--- src/rtl/pe_sched_pkg.sv ---
// pe_sched_pkg
//   Shared types and constants for the pe_dot_scheduler slice.
//   - state_t : scheduler FSM states
//   - OPW     : INT8 operand width
//   - ACCW    : accumulator / bias / result width
//   - KW_DEF  : default width of cfg_k and the ifmap address
//   - NW_DEF  : default width of cfg_n, the channel index and the bias address
`timescale 1ns/1ps
package pe_sched_pkg;

  localparam int OPW    = 8;
  localparam int ACCW   = 32;
  localparam int KW_DEF = 10;
  localparam int NW_DEF = 8;

  typedef enum logic [1:0] {
    IDLE  = 2'd0,
    ISSUE = 2'd1,
    DRAIN = 2'd2,
    OUT   = 2'd3
  } state_t;

endpackage

--- src/rtl/pe_sched_addr_gen.sv ---
// pe_sched_addr_gen
//   Channel/element counters and SRAM read strobes for one dot-product job.
//   Ports:
//     clk, rst        clock, asynchronous active-high reset
//     job_go          start of a job: channel 0, weight address 0
//     ch_go           start of the next channel
//     cfg_k, cfg_n    latched job configuration
//     if_rd/if_addr   ifmap read strobe / address (element index k)
//     w_rd/w_addr     weight read strobe / address (running base + k)
//     b_rd/b_addr     bias read strobe / address (channel index n)
//     issue_last      high while the final element of a channel is issued
//     ch_last         current channel is the last of the job
`timescale 1ns/1ps
module pe_sched_addr_gen
  import pe_sched_pkg::*;
#(
  parameter int KW = KW_DEF,
  parameter int NW = NW_DEF
) (
  input  logic             clk,
  input  logic             rst,
  input  logic             job_go,
  input  logic             ch_go,
  input  logic [KW-1:0]    cfg_k,
  input  logic [NW-1:0]    cfg_n,
  output logic             if_rd,
  output logic [KW-1:0]    if_addr,
  output logic             w_rd,
  output logic [KW+NW-1:0] w_addr,
  output logic             b_rd,
  output logic [NW-1:0]    b_addr,
  output logic             issue_last,
  output logic             ch_last
);

  logic             rd_r;
  logic             brd_r;
  logic [KW-1:0]    k_r;
  logic [NW-1:0]    n_r;
  // Weight address register doubles as the running base: it advances once
  // per issued element, so after the last element it already holds base+cfg_k.
  logic [KW+NW-1:0] wa_r;
  logic             issue_last_s;

  assign issue_last_s = rd_r && (k_r == (cfg_k - KW'(1'b1)));

  // Element/channel counters and read-strobe registers.
  always_ff @(posedge clk or posedge rst) begin
    if (rst) begin
      rd_r  <= 1'b0;
      brd_r <= 1'b0;
      k_r   <= {KW{1'b0}};
      n_r   <= {NW{1'b0}};
      wa_r  <= {(KW+NW){1'b0}};
    end else if (job_go) begin
      rd_r  <= 1'b1;
      brd_r <= 1'b1;
      k_r   <= {KW{1'b0}};
      n_r   <= {NW{1'b0}};
      wa_r  <= {(KW+NW){1'b0}};
    end else if (ch_go) begin
      rd_r  <= 1'b1;
      brd_r <= 1'b1;
      k_r   <= {KW{1'b0}};
      n_r   <= n_r + NW'(1'b1);
    end else if (rd_r) begin
      brd_r <= 1'b0;
      wa_r  <= wa_r + (KW+NW)'(1'b1);
      if (issue_last_s) begin
        rd_r <= 1'b0;
        k_r  <= {KW{1'b0}};
      end else begin
        k_r  <= k_r + KW'(1'b1);
      end
    end
  end

  assign if_rd      = rd_r;
  assign if_addr    = k_r;
  assign w_rd       = rd_r;
  assign w_addr     = wa_r;
  assign b_rd       = brd_r;
  assign b_addr     = n_r;
  assign issue_last = issue_last_s;
  assign ch_last    = (n_r == (cfg_n - NW'(1'b1)));

endmodule

--- src/rtl/pe_dot_scheduler.sv ---
// pe_dot_scheduler
//   Sequences cfg_n dot products of length cfg_k through one INT8 PE lane:
//   out[n] = sum_k ifmap[k]*weight[n][k] + bias[n].
//   Optional build macro PE_DOT_SCHEDULER_RELU_EN clamps negative results to 0
//   when the channel result is loaded into out_data.
//   Ports:
//     clk, rst                 clock, asynchronous active-high reset
//     start, cfg_k, cfg_n      job request and configuration
//     busy, done               job in progress / one-cycle end-of-job pulse
//     if_*, w_*, b_*           ifmap / weight / bias SRAM reads (1-cycle latency)
//     pe_en, pe_ifmap,
//     pe_weight, pe_bias       registered PE operands
//     pe_opsum, pe_valid       PE result
//     out_valid, out_ready,
//     out_data, out_ch         channel result handshake
`timescale 1ns/1ps
module pe_dot_scheduler
  import pe_sched_pkg::*;
#(
  parameter int KW = KW_DEF,
  parameter int NW = NW_DEF
) (
  input  logic                   clk,
  input  logic                   rst,
  input  logic                   start,
  input  logic [KW-1:0]          cfg_k,
  input  logic [NW-1:0]          cfg_n,
  output logic                   busy,
  output logic                   done,
  output logic                   if_rd,
  output logic [KW-1:0]          if_addr,
  input  logic signed [OPW-1:0]  if_rdata,
  output logic                   w_rd,
  output logic [KW+NW-1:0]       w_addr,
  input  logic signed [OPW-1:0]  w_rdata,
  output logic                   b_rd,
  output logic [NW-1:0]          b_addr,
  input  logic signed [ACCW-1:0] b_rdata,
  output logic                   pe_en,
  output logic signed [OPW-1:0]  pe_ifmap,
  output logic signed [OPW-1:0]  pe_weight,
  output logic signed [ACCW-1:0] pe_bias,
  input  logic signed [ACCW-1:0] pe_opsum,
  input  logic                   pe_valid,
  output logic                   out_valid,
  input  logic                   out_ready,
  output logic signed [ACCW-1:0] out_data,
  output logic [NW-1:0]          out_ch
);

  state_t                 state_r;
  logic [KW-1:0]          cfg_k_r;
  logic [NW-1:0]          cfg_n_r;
  logic                   busy_r, done_r;
  logic                   rd_d_r, brd_d_r;
  logic                   pe_en_r;
  logic signed [OPW-1:0]  pe_ifmap_r, pe_weight_r;
  logic signed [ACCW-1:0] pe_bias_r;
  logic signed [ACCW-1:0] acc_r;
  logic [KW-1:0]          elem_r;
  logic                   out_valid_r;
  logic signed [ACCW-1:0] out_data_r;
  logic [NW-1:0]          out_ch_r;

  logic                   job_go_s, ch_go_s;
  logic                   issue_last_s, ch_last_s;
  logic                   elem_first_s, elem_last_s;
  logic signed [ACCW-1:0] acc_next_s, load_val_s;

  assign job_go_s     = (state_r == IDLE) && start &&
                        (cfg_k != {KW{1'b0}}) && (cfg_n != {NW{1'b0}});
  assign ch_go_s      = (state_r == OUT) && out_ready && !ch_last_s;
  assign elem_first_s = (elem_r == {KW{1'b0}});
  assign elem_last_s  = (elem_r == (cfg_k_r - KW'(1'b1)));

  pe_sched_addr_gen #(.KW(KW), .NW(NW)) u_addr_gen (
    .clk        (clk),
    .rst        (rst),
    .job_go     (job_go_s),
    .ch_go      (ch_go_s),
    .cfg_k      (cfg_k_r),
    .cfg_n      (cfg_n_r),
    .if_rd      (if_rd),
    .if_addr    (if_addr),
    .w_rd       (w_rd),
    .w_addr     (w_addr),
    .b_rd       (b_rd),
    .b_addr     (b_addr),
    .issue_last (issue_last_s),
    .ch_last    (ch_last_s)
  );

  // Next accumulator value; the first element of a channel replaces the sum.
  always_comb begin
    acc_next_s = acc_r;
    if (elem_first_s) begin
      acc_next_s = pe_opsum;
    end else begin
      acc_next_s = acc_r + pe_opsum;
    end
  end

`ifdef PE_DOT_SCHEDULER_RELU_EN
  assign load_val_s = acc_next_s[ACCW-1] ? {ACCW{1'b0}} : acc_next_s;
`else
  assign load_val_s = acc_next_s;
`endif

  // Operand stage: captures SRAM data the cycle it returns and feeds the PE.
  always_ff @(posedge clk or posedge rst) begin
    if (rst) begin
      rd_d_r      <= 1'b0;
      brd_d_r     <= 1'b0;
      pe_en_r     <= 1'b0;
      pe_ifmap_r  <= {OPW{1'b0}};
      pe_weight_r <= {OPW{1'b0}};
      pe_bias_r   <= {ACCW{1'b0}};
    end else begin
      rd_d_r      <= if_rd;
      brd_d_r     <= b_rd;
      pe_en_r     <= rd_d_r;
      pe_ifmap_r  <= rd_d_r  ? if_rdata : {OPW{1'b0}};
      pe_weight_r <= rd_d_r  ? w_rdata  : {OPW{1'b0}};
      pe_bias_r   <= brd_d_r ? b_rdata  : {ACCW{1'b0}};
    end
  end

  // Accumulator and per-channel element tracker.
  always_ff @(posedge clk or posedge rst) begin
    if (rst) begin
      acc_r  <= {ACCW{1'b0}};
      elem_r <= {KW{1'b0}};
    end else if (job_go_s) begin
      elem_r <= {KW{1'b0}};
    end else if (pe_valid) begin
      acc_r  <= acc_next_s;
      elem_r <= elem_last_s ? {KW{1'b0}} : (elem_r + KW'(1'b1));
    end
  end

  // Job FSM with registered status and result outputs.
  always_ff @(posedge clk or posedge rst) begin
    if (rst) begin
      state_r     <= IDLE;
      cfg_k_r     <= {KW{1'b0}};
      cfg_n_r     <= {NW{1'b0}};
      busy_r      <= 1'b0;
      done_r      <= 1'b0;
      out_valid_r <= 1'b0;
      out_data_r  <= {ACCW{1'b0}};
      out_ch_r    <= {NW{1'b0}};
    end else begin
      done_r <= 1'b0;
      case (state_r)
        IDLE: begin
          if (job_go_s) begin
            cfg_k_r <= cfg_k;
            cfg_n_r <= cfg_n;
            busy_r  <= 1'b1;
            state_r <= ISSUE;
          end else if (start) begin
            // Empty job: report completion without touching the SRAMs.
            done_r  <= 1'b1;
          end
        end
        ISSUE: begin
          if (issue_last_s) begin
            state_r <= DRAIN;
          end
        end
        DRAIN: begin
          // Load straight from the final accumulation to save a cycle.
          if (pe_valid && elem_last_s) begin
            out_data_r  <= load_val_s;
            out_ch_r    <= b_addr;
            out_valid_r <= 1'b1;
            state_r     <= OUT;
          end
        end
        OUT: begin
          if (out_ready) begin
            out_valid_r <= 1'b0;
            if (ch_last_s) begin
              done_r  <= 1'b1;
              busy_r  <= 1'b0;
              state_r <= IDLE;
            end else begin
              state_r <= ISSUE;
            end
          end
        end
        default: begin
          state_r <= IDLE;
        end
      endcase
    end
  end

  assign busy      = busy_r;
  assign done      = done_r;
  assign pe_en     = pe_en_r;
  assign pe_ifmap  = pe_ifmap_r;
  assign pe_weight = pe_weight_r;
  assign pe_bias   = pe_bias_r;
  assign out_valid = out_valid_r;
  assign out_data  = out_data_r;
  assign out_ch    = out_ch_r;

endmodule

--- config.mk ---
export PLATFORM = sky130hd
export DESIGN_NAME = pe_dot_scheduler
export DESIGN_NICKNAME = d
export VERILOG_FILES = /design/src/rtl/pe_sched_pkg.sv /design/src/rtl/pe_sched_addr_gen.sv /design/src/rtl/pe_dot_scheduler.sv
export SDC_FILE = /design/constraint.sdc
export NUM_CORES = 1
export LEC_CHECK = 0
export ABC_CLOCK_PERIOD_IN_PS = 15800
export BUFFER_PORTS_ARGS = -buffer_cell sky130_fd_sc_hd__buf_2
export CAP_MARGIN = 20
export CELL_PAD_IN_SITES_DETAIL_PLACEMENT = 1
export CELL_PAD_IN_SITES_GLOBAL_PLACEMENT = 1
export CORE_MARGIN = 5
export CORE_UTILIZATION = 46
export CTS_BUF_LIST = sky130_fd_sc_hd__clkbuf_8
export DETAILED_ROUTE_END_ITERATION = 6
export GPL_TIMING_DRIVEN = 0
export PLACE_DENSITY = 0.9
export RECOVER_POWER = 50
export SLEW_MARGIN = 20
export SYNTH_ARGS = -nofsm -noshare
export SYNTH_HDL_FRONTEND = slang
export SYNTH_SLANG_ARGS = --single-unit
--- constraint.sdc ---
create_clock -name clk -period 15.8 [get_ports clk]
set_clock_uncertainty 0.2 [all_clocks]
set_input_delay 0 -clock clk [delete_from_list [all_inputs] [get_ports clk]]
set_output_delay 0 -clock clk [all_outputs]
set_load 0.01 [all_outputs]
* Word level (Yosys, flattened, before mapping) *
Cells that the tools add are included.

operators by class
  add/sub/neg operators = 7
  equality and inequality tests = 12
  mux-type cells = 41
  bitwise gates (word level) = 1
  reductions and logical operators = 25

operator list
  kind                     number
  $mux W10                 7
  $mux W32                 2
  $mux W18                 3
  $add A32 B32 Y32         1
  $mux W8                  4
  $add A10 B1 Y10 const B  2
  $eq A10 B10 Y1           2
  $add A18 B1 Y18 const B  1
  $mux W1                  17
  $ne A2 B2 Y1 const B     6
  $logic_not A10 Y1        1
  $reduce_bool A10 Y1      1
  $reduce_bool A2 Y1       5
  $sub A10 B1 Y10 const B  1
  $add A8 B1 Y8 const B    1
  $eq A8 B8 Y1             1
  $mux W2                  4
  $pmux W2 S4              1
  $reduce_and A2 Y1        4
  $reduce_and A4 Y1        2
  $reduce_bool A8 Y1       1
  $sub A8 B1 Y8 const B    1
  $logic_and A1 B1 Y1      7
  $pmux W1 S2              3
  7 further kinds          8

word-level totals
  bits in registers = 194
  bits of input ports = 103
  output and inout port bits = 131
  logic and storage cells = 107

* Longest topological paths before layout *
  word-level depth = 7
  gate-level depth with buffers = 14
  gate-level depth less buffers = 12

* By module *
A second synthesis with hierarchy kept.

unflattened totals
  cell total of the unflattened synthesis = 1123
  area total of the unflattened synthesis = 10578.9 sq um

modules (own cells, without submodules)
  module             instances  cells an instance  area an instance (sq um)  sequential area each (sq um)
  pe_dot_scheduler   1          839                8091.5                    3903.7
  pe_sched_addr_gen  1          284                2487.4                    950.9

* Worst setup path before layout *
OpenSTA, ideal clock, no wires.

  path type = reg2reg
  start = reg cfg_k_r[0]
  end = reg state_r[0]
  arrival time = 2.990 ns
  data required time = 15.470 ns
  path slack = 12.480 ns
  cell stages (with the launch flop) = 14
  buffers on the path = 2
  period minus slack after synthesis = 3.320 ns
  path through = dfrtp_1 buf_6 inv_1 ha_1 or4b_1 nor4_1 xnor2_1 xnor2_1 or4_1 buf_2 o21ai_2 nand3_2 a2111oi_4 a21oi_2

between the ends
  word-level cells in the longest chain between the ends = 5
  elaborated cells between the ends (all ways) = 8
  classes of those cells = 1 x add/sub; 4 x eq/ne; 3 x reduce/logical

RTL lines
  element                                 line                                              text
  from (decl)                             pe_dot_scheduler.sv:52                            logic [KW-1:0] cfg_k_r;
  from (signal assigned)                  pe_dot_scheduler.sv:145                           cfg_k_r <= {KW{1'b0}};
  from (signal assigned)                  pe_dot_scheduler.sv:157                           cfg_k_r <= cfg_k;
  $sub A10 B1 Y10 (*)                     pe_sched_addr_gen.sv:45, pe_dot_scheduler.sv:74
  $eq A10 B10 Y1 (on tied branches)       pe_dot_scheduler.sv:74, pe_sched_addr_gen.sv:45
  $logic_and A1 B1 Y1 (on tied branches)  pe_dot_scheduler.sv:173, pe_sched_addr_gen.sv:45
  $ne A2 B2 Y1 (no source line)           n/a
  $reduce_and A4 Y1 (no source line) (*)  n/a
  to (signal assigned)                    pe_dot_scheduler.sv:168                           state_r <= DRAIN;
  to (signal assigned)                    pe_dot_scheduler.sv:177                           state_r <= OUT;
  to (signal assigned)                    pe_dot_scheduler.sv:186                           state_r <= IDLE;
  to (decl)                               pe_dot_scheduler.sv:51                            state_t state_r;

Mark *: on every way between the ends. The rest lies on a longest branch, timed or not.
A chain may end at the register's enable or synchronous reset.

==> out/qor.txt <==
Post-Synthesis Cells: 1112
CTS tree: yes
Post-synth ARST share: 100%
Seq pwr share: 36.0%
drt first pass iters: 5
crit path DAT: 5.25 ns
failing checks: max-capacitance violations, max-slew violations
Hold WC Path Type: in -> reg
Yosys top cell area share: 46.2%
# H-tree levels: 4
pin slew with the least headroom to its limit: 3.61 ns
status: complete, but fails checks
Pleak: 6.10 nW
clock power share: 20.6%
sequential-to-total area share from yosys stat: 46.2%
CP Launch Type: input pin
CTS resizes: 0
Post-synth EDFFs: 0
Clock Path Buffers: 2
Post-synth top flop: dfrtp_1
f_max: 176 MHz
Vias/cell: 5.75
Yosys reg bits: 194
core area: 22600 µm²
synthesized area: 10500 µm²
Setup TNS: 0 ns
drt drc: 0
Worst-path clk slew: 0.13 ns
Root Buffer: clkbuf_8
worst hold margin: 0.0435 ns
crit-path max FO: 63
critical path class: in -> async
final global-route overflow total: 0
Design Power: 1.61 mW
Vias: 10198
Detail Route Antenna Nets: 0
CP Capture Type: asynchronous set/reset pin
area leader, netlist: dfrtp_1
internal power: 928 µW
setup slack after layout: 10.13 ns
width of the die: 161 µm
Layout area overhead: 27.0%
largest cells by area after synthesis: dfrtp_1 46%, nand2_1 5.6%, ha_1 5.1%
Switching Share: 42.5%
share of cells above drive strength 1: 11.8%
IO Pins: 234
Tot GR Track Use: 30.2%
average wire per standard cell: 22.1 µm
DRT iter0 DRCs: 530
Final period util: 35.9%
wire length of the first global-routing pass: 62300 µm
Nets: 1619
Slowest cell on crit path: clkbuf_1
final hold violations: 0
CP dominant cell by count: dlygate4sd3_1
GP Congestion: 0.913
post-synth cell types: 74
Port Buffers: 233
vias in the first global route: 11492
mean area per synthesized cell: 9.44 µm²
Worst Path Required: 15.39 ns
footprint of the multi-input gates: 5270 µm²
Post-Place Setup Slack: 11.84 ns
peak supply drop: 0.0696 mV
Post-Synthesis Net Count: 1259
HPWL after detailed placement: 25300 µm
combinational power share: 43.4%
clock latency on the worst-skew pair: 0.50 ns
Slew Limit Fails: 117
slowest stage delay, CP: 2.63 ns
cts bufs inserted: 17
CP cell instances: dlygate4sd3_1 -> buf_2 -> dlygate4sd3_1 -> clkinvlp_2 -> clkbuf_1
# clock sinks: 194
fillers: 2756
minimum clock period: 5.67 ns
dpl cell area: 12100 µm²
max_cap viols: 2
Site Rows: 55
RSZ-0062 raised after global routing: false
Initial Util: 46.5%
Die Footprint: 26000 µm²
initial antenna violation count: 3
NetSw: 686 µW
largest net degree at the start of global routing: 81
yosys synthesis warning count: 0
max_slew headroom: -140%
Power Dens Cells: 121 nW/µm²
Setup-failing EPs final: 0
WL final: 39100 µm
Design Area, Final: 13300 µm²
setup repair bufs after CTS: 0
Register Area: 4850 µm²
Die H: 161 µm
critical path, delay by kind of cell:
family | cells | cell delay [ns]
buffers and inverters | 5 | 5.18
layout make-up:
class                      count  area share [%]
multi-input combinational    831            39.5
clock inverter                15            1.09
inverter                      36            1.02
sequential                   194            36.4
timing repair buffer         341            15.7
tap                          285            2.67
clock buffer                  17            1.75
antenna                        3          0.0563
buffer                        51            1.78
Yosys cell counts, drive strengths merged, types with 7 or more instances:
master / instances
ha: 43
nor2: 85
o31ai: 7
nor3: 13
xor2: 27
buf: 8
nand3: 28
nand2: 156
a31oi: 10
mux2: 14
mux2i: 11
nand2b: 13
o21ai: 109
xnor2: 59
dfrtp: 194
nor4: 9
inv: 36
nand4: 17
and2: 52
and3: 18
clkbuf: 43
a21oi: 58
nor2b: 7
a21o: 12
repair_timing:
item | 4_1_cts | 5_1_grt
hold buffers | 106 | 0
setup endpoints to repair | 0 | 0
hold endpoints to repair | 261 | 0
cell usage in the layout, fill, tap and decap left out, drive strengths merged, types with 4 or more instances in the layout:
| cell type | n |
|---|---|
| a21o | 12 |
| a21oi | 58 |
| a311oi | 4 |
| a31oi | 10 |
| a41oi | 5 |
| and2 | 52 |
| and3 | 18 |
| buf | 111 |
| clkbuf | 192 |
| clkinv | 4 |
| dfrtp | 194 |
| dlygate4sd3 | 106 |
| ha | 43 |
| inv | 45 |
| mux2 | 14 |
| mux2i | 11 |
| nand2 | 156 |
| nand2b | 13 |
| nand3 | 28 |
| nand3b | 4 |
| nand4 | 17 |
| nor2 | 85 |
| nor2b | 7 |
| nor3 | 13 |
| nor4 | 9 |
| nor4b | 4 |
| o2111ai | 4 |
| o211ai | 6 |
| o21ai | 109 |
| o21bai | 5 |
| o31ai | 7 |
| or3 | 4 |
| or4 | 4 |
| xnor2 | 59 |
| xnor3 | 6 |
| xor2 | 27 |
routing by layer:
| layer | vias up | GRT usage (%) | part of all wire [%] |
|---|---|---|---|
| met2 | 413 | 55.5 | 53 |
| li1 | 4563 | - | - |
| met1 | 5072 | 33.5 | 37 |
| met4 | 0 | 16.2 | 5.5 |
| met5 | - | 0 | 0 |
| met3 | 150 | 4.70 | 4.6 |
logic make-up after synthesis:
| group | Yosys count | synth area share [%] |
|---|---|---|
| adder cells (fa/ha/maj) | 44 | 5.31 |
| flip-flops | 194 | 46.2 |
| buffers and inverters | 87 | 3.55 |
| multiplexers | 25 | 2.55 |
| XOR/XNOR | 92 | 8.47 |
| AO/OA/AOI/OAI | 243 | 14.0 |
| AND/OR/NAND/NOR | 427 | 19.8 |
metrics by stage:
step	utilization (%)	std cells
5_1_grt	59.1	1773
6_report	59.1	1773
3_3_place_gp	53.3	1630
3_5_place_dp	53.5	1632
4_1_cts	59.9	1770
2_1_floorplan	-	1112
worst paths after layout:
path	startpoint	end	slack [ns]	depth (start not counted)
setup / recovery	rst	out_data[29]	10.13	5
hold / removal	if_rdata[7]	pe_ifmap[7]	0.04	3
setup reg to reg	cfg_k_r[0]	out_data[20]	11.62	13
hold reg to reg	u_addr_gen.b_rd	brd_d_r	0.25	0
max in group clk	cfg_k_r[0]	out_data[20]	11.62	13
min in group asynchronous	rst	pe_bias[22]	1.06	4
power groups by stage:
| stage | clock network [mW] | logic (mW) | registers [mW] |
|---|---|---|---|
| 2_1_floorplan | 0 | 0.477 | 0.578 |
| 3_3_place_gp | 0 | 0.618 | 0.585 |
| 3_5_place_dp | 0 | 0.651 | 0.587 |
| 4_1_cts | 0.328 | 0.679 | 0.578 |
| 5_1_grt | 0.354 | 0.770 | 0.586 |
| 6_report | 0.332 | 0.701 | 0.581 |
state kept, by name, indices dropped and copies added, names as in the netlist, 10 cells and up:
register,flops
pe_bias,32
acc_r,32
u_addr_gen.w_addr,18
cfg_k_r,10
elem_r,10
u_addr_gen.if_addr,10
out_data,32
(Power assumes the default switching activity.)
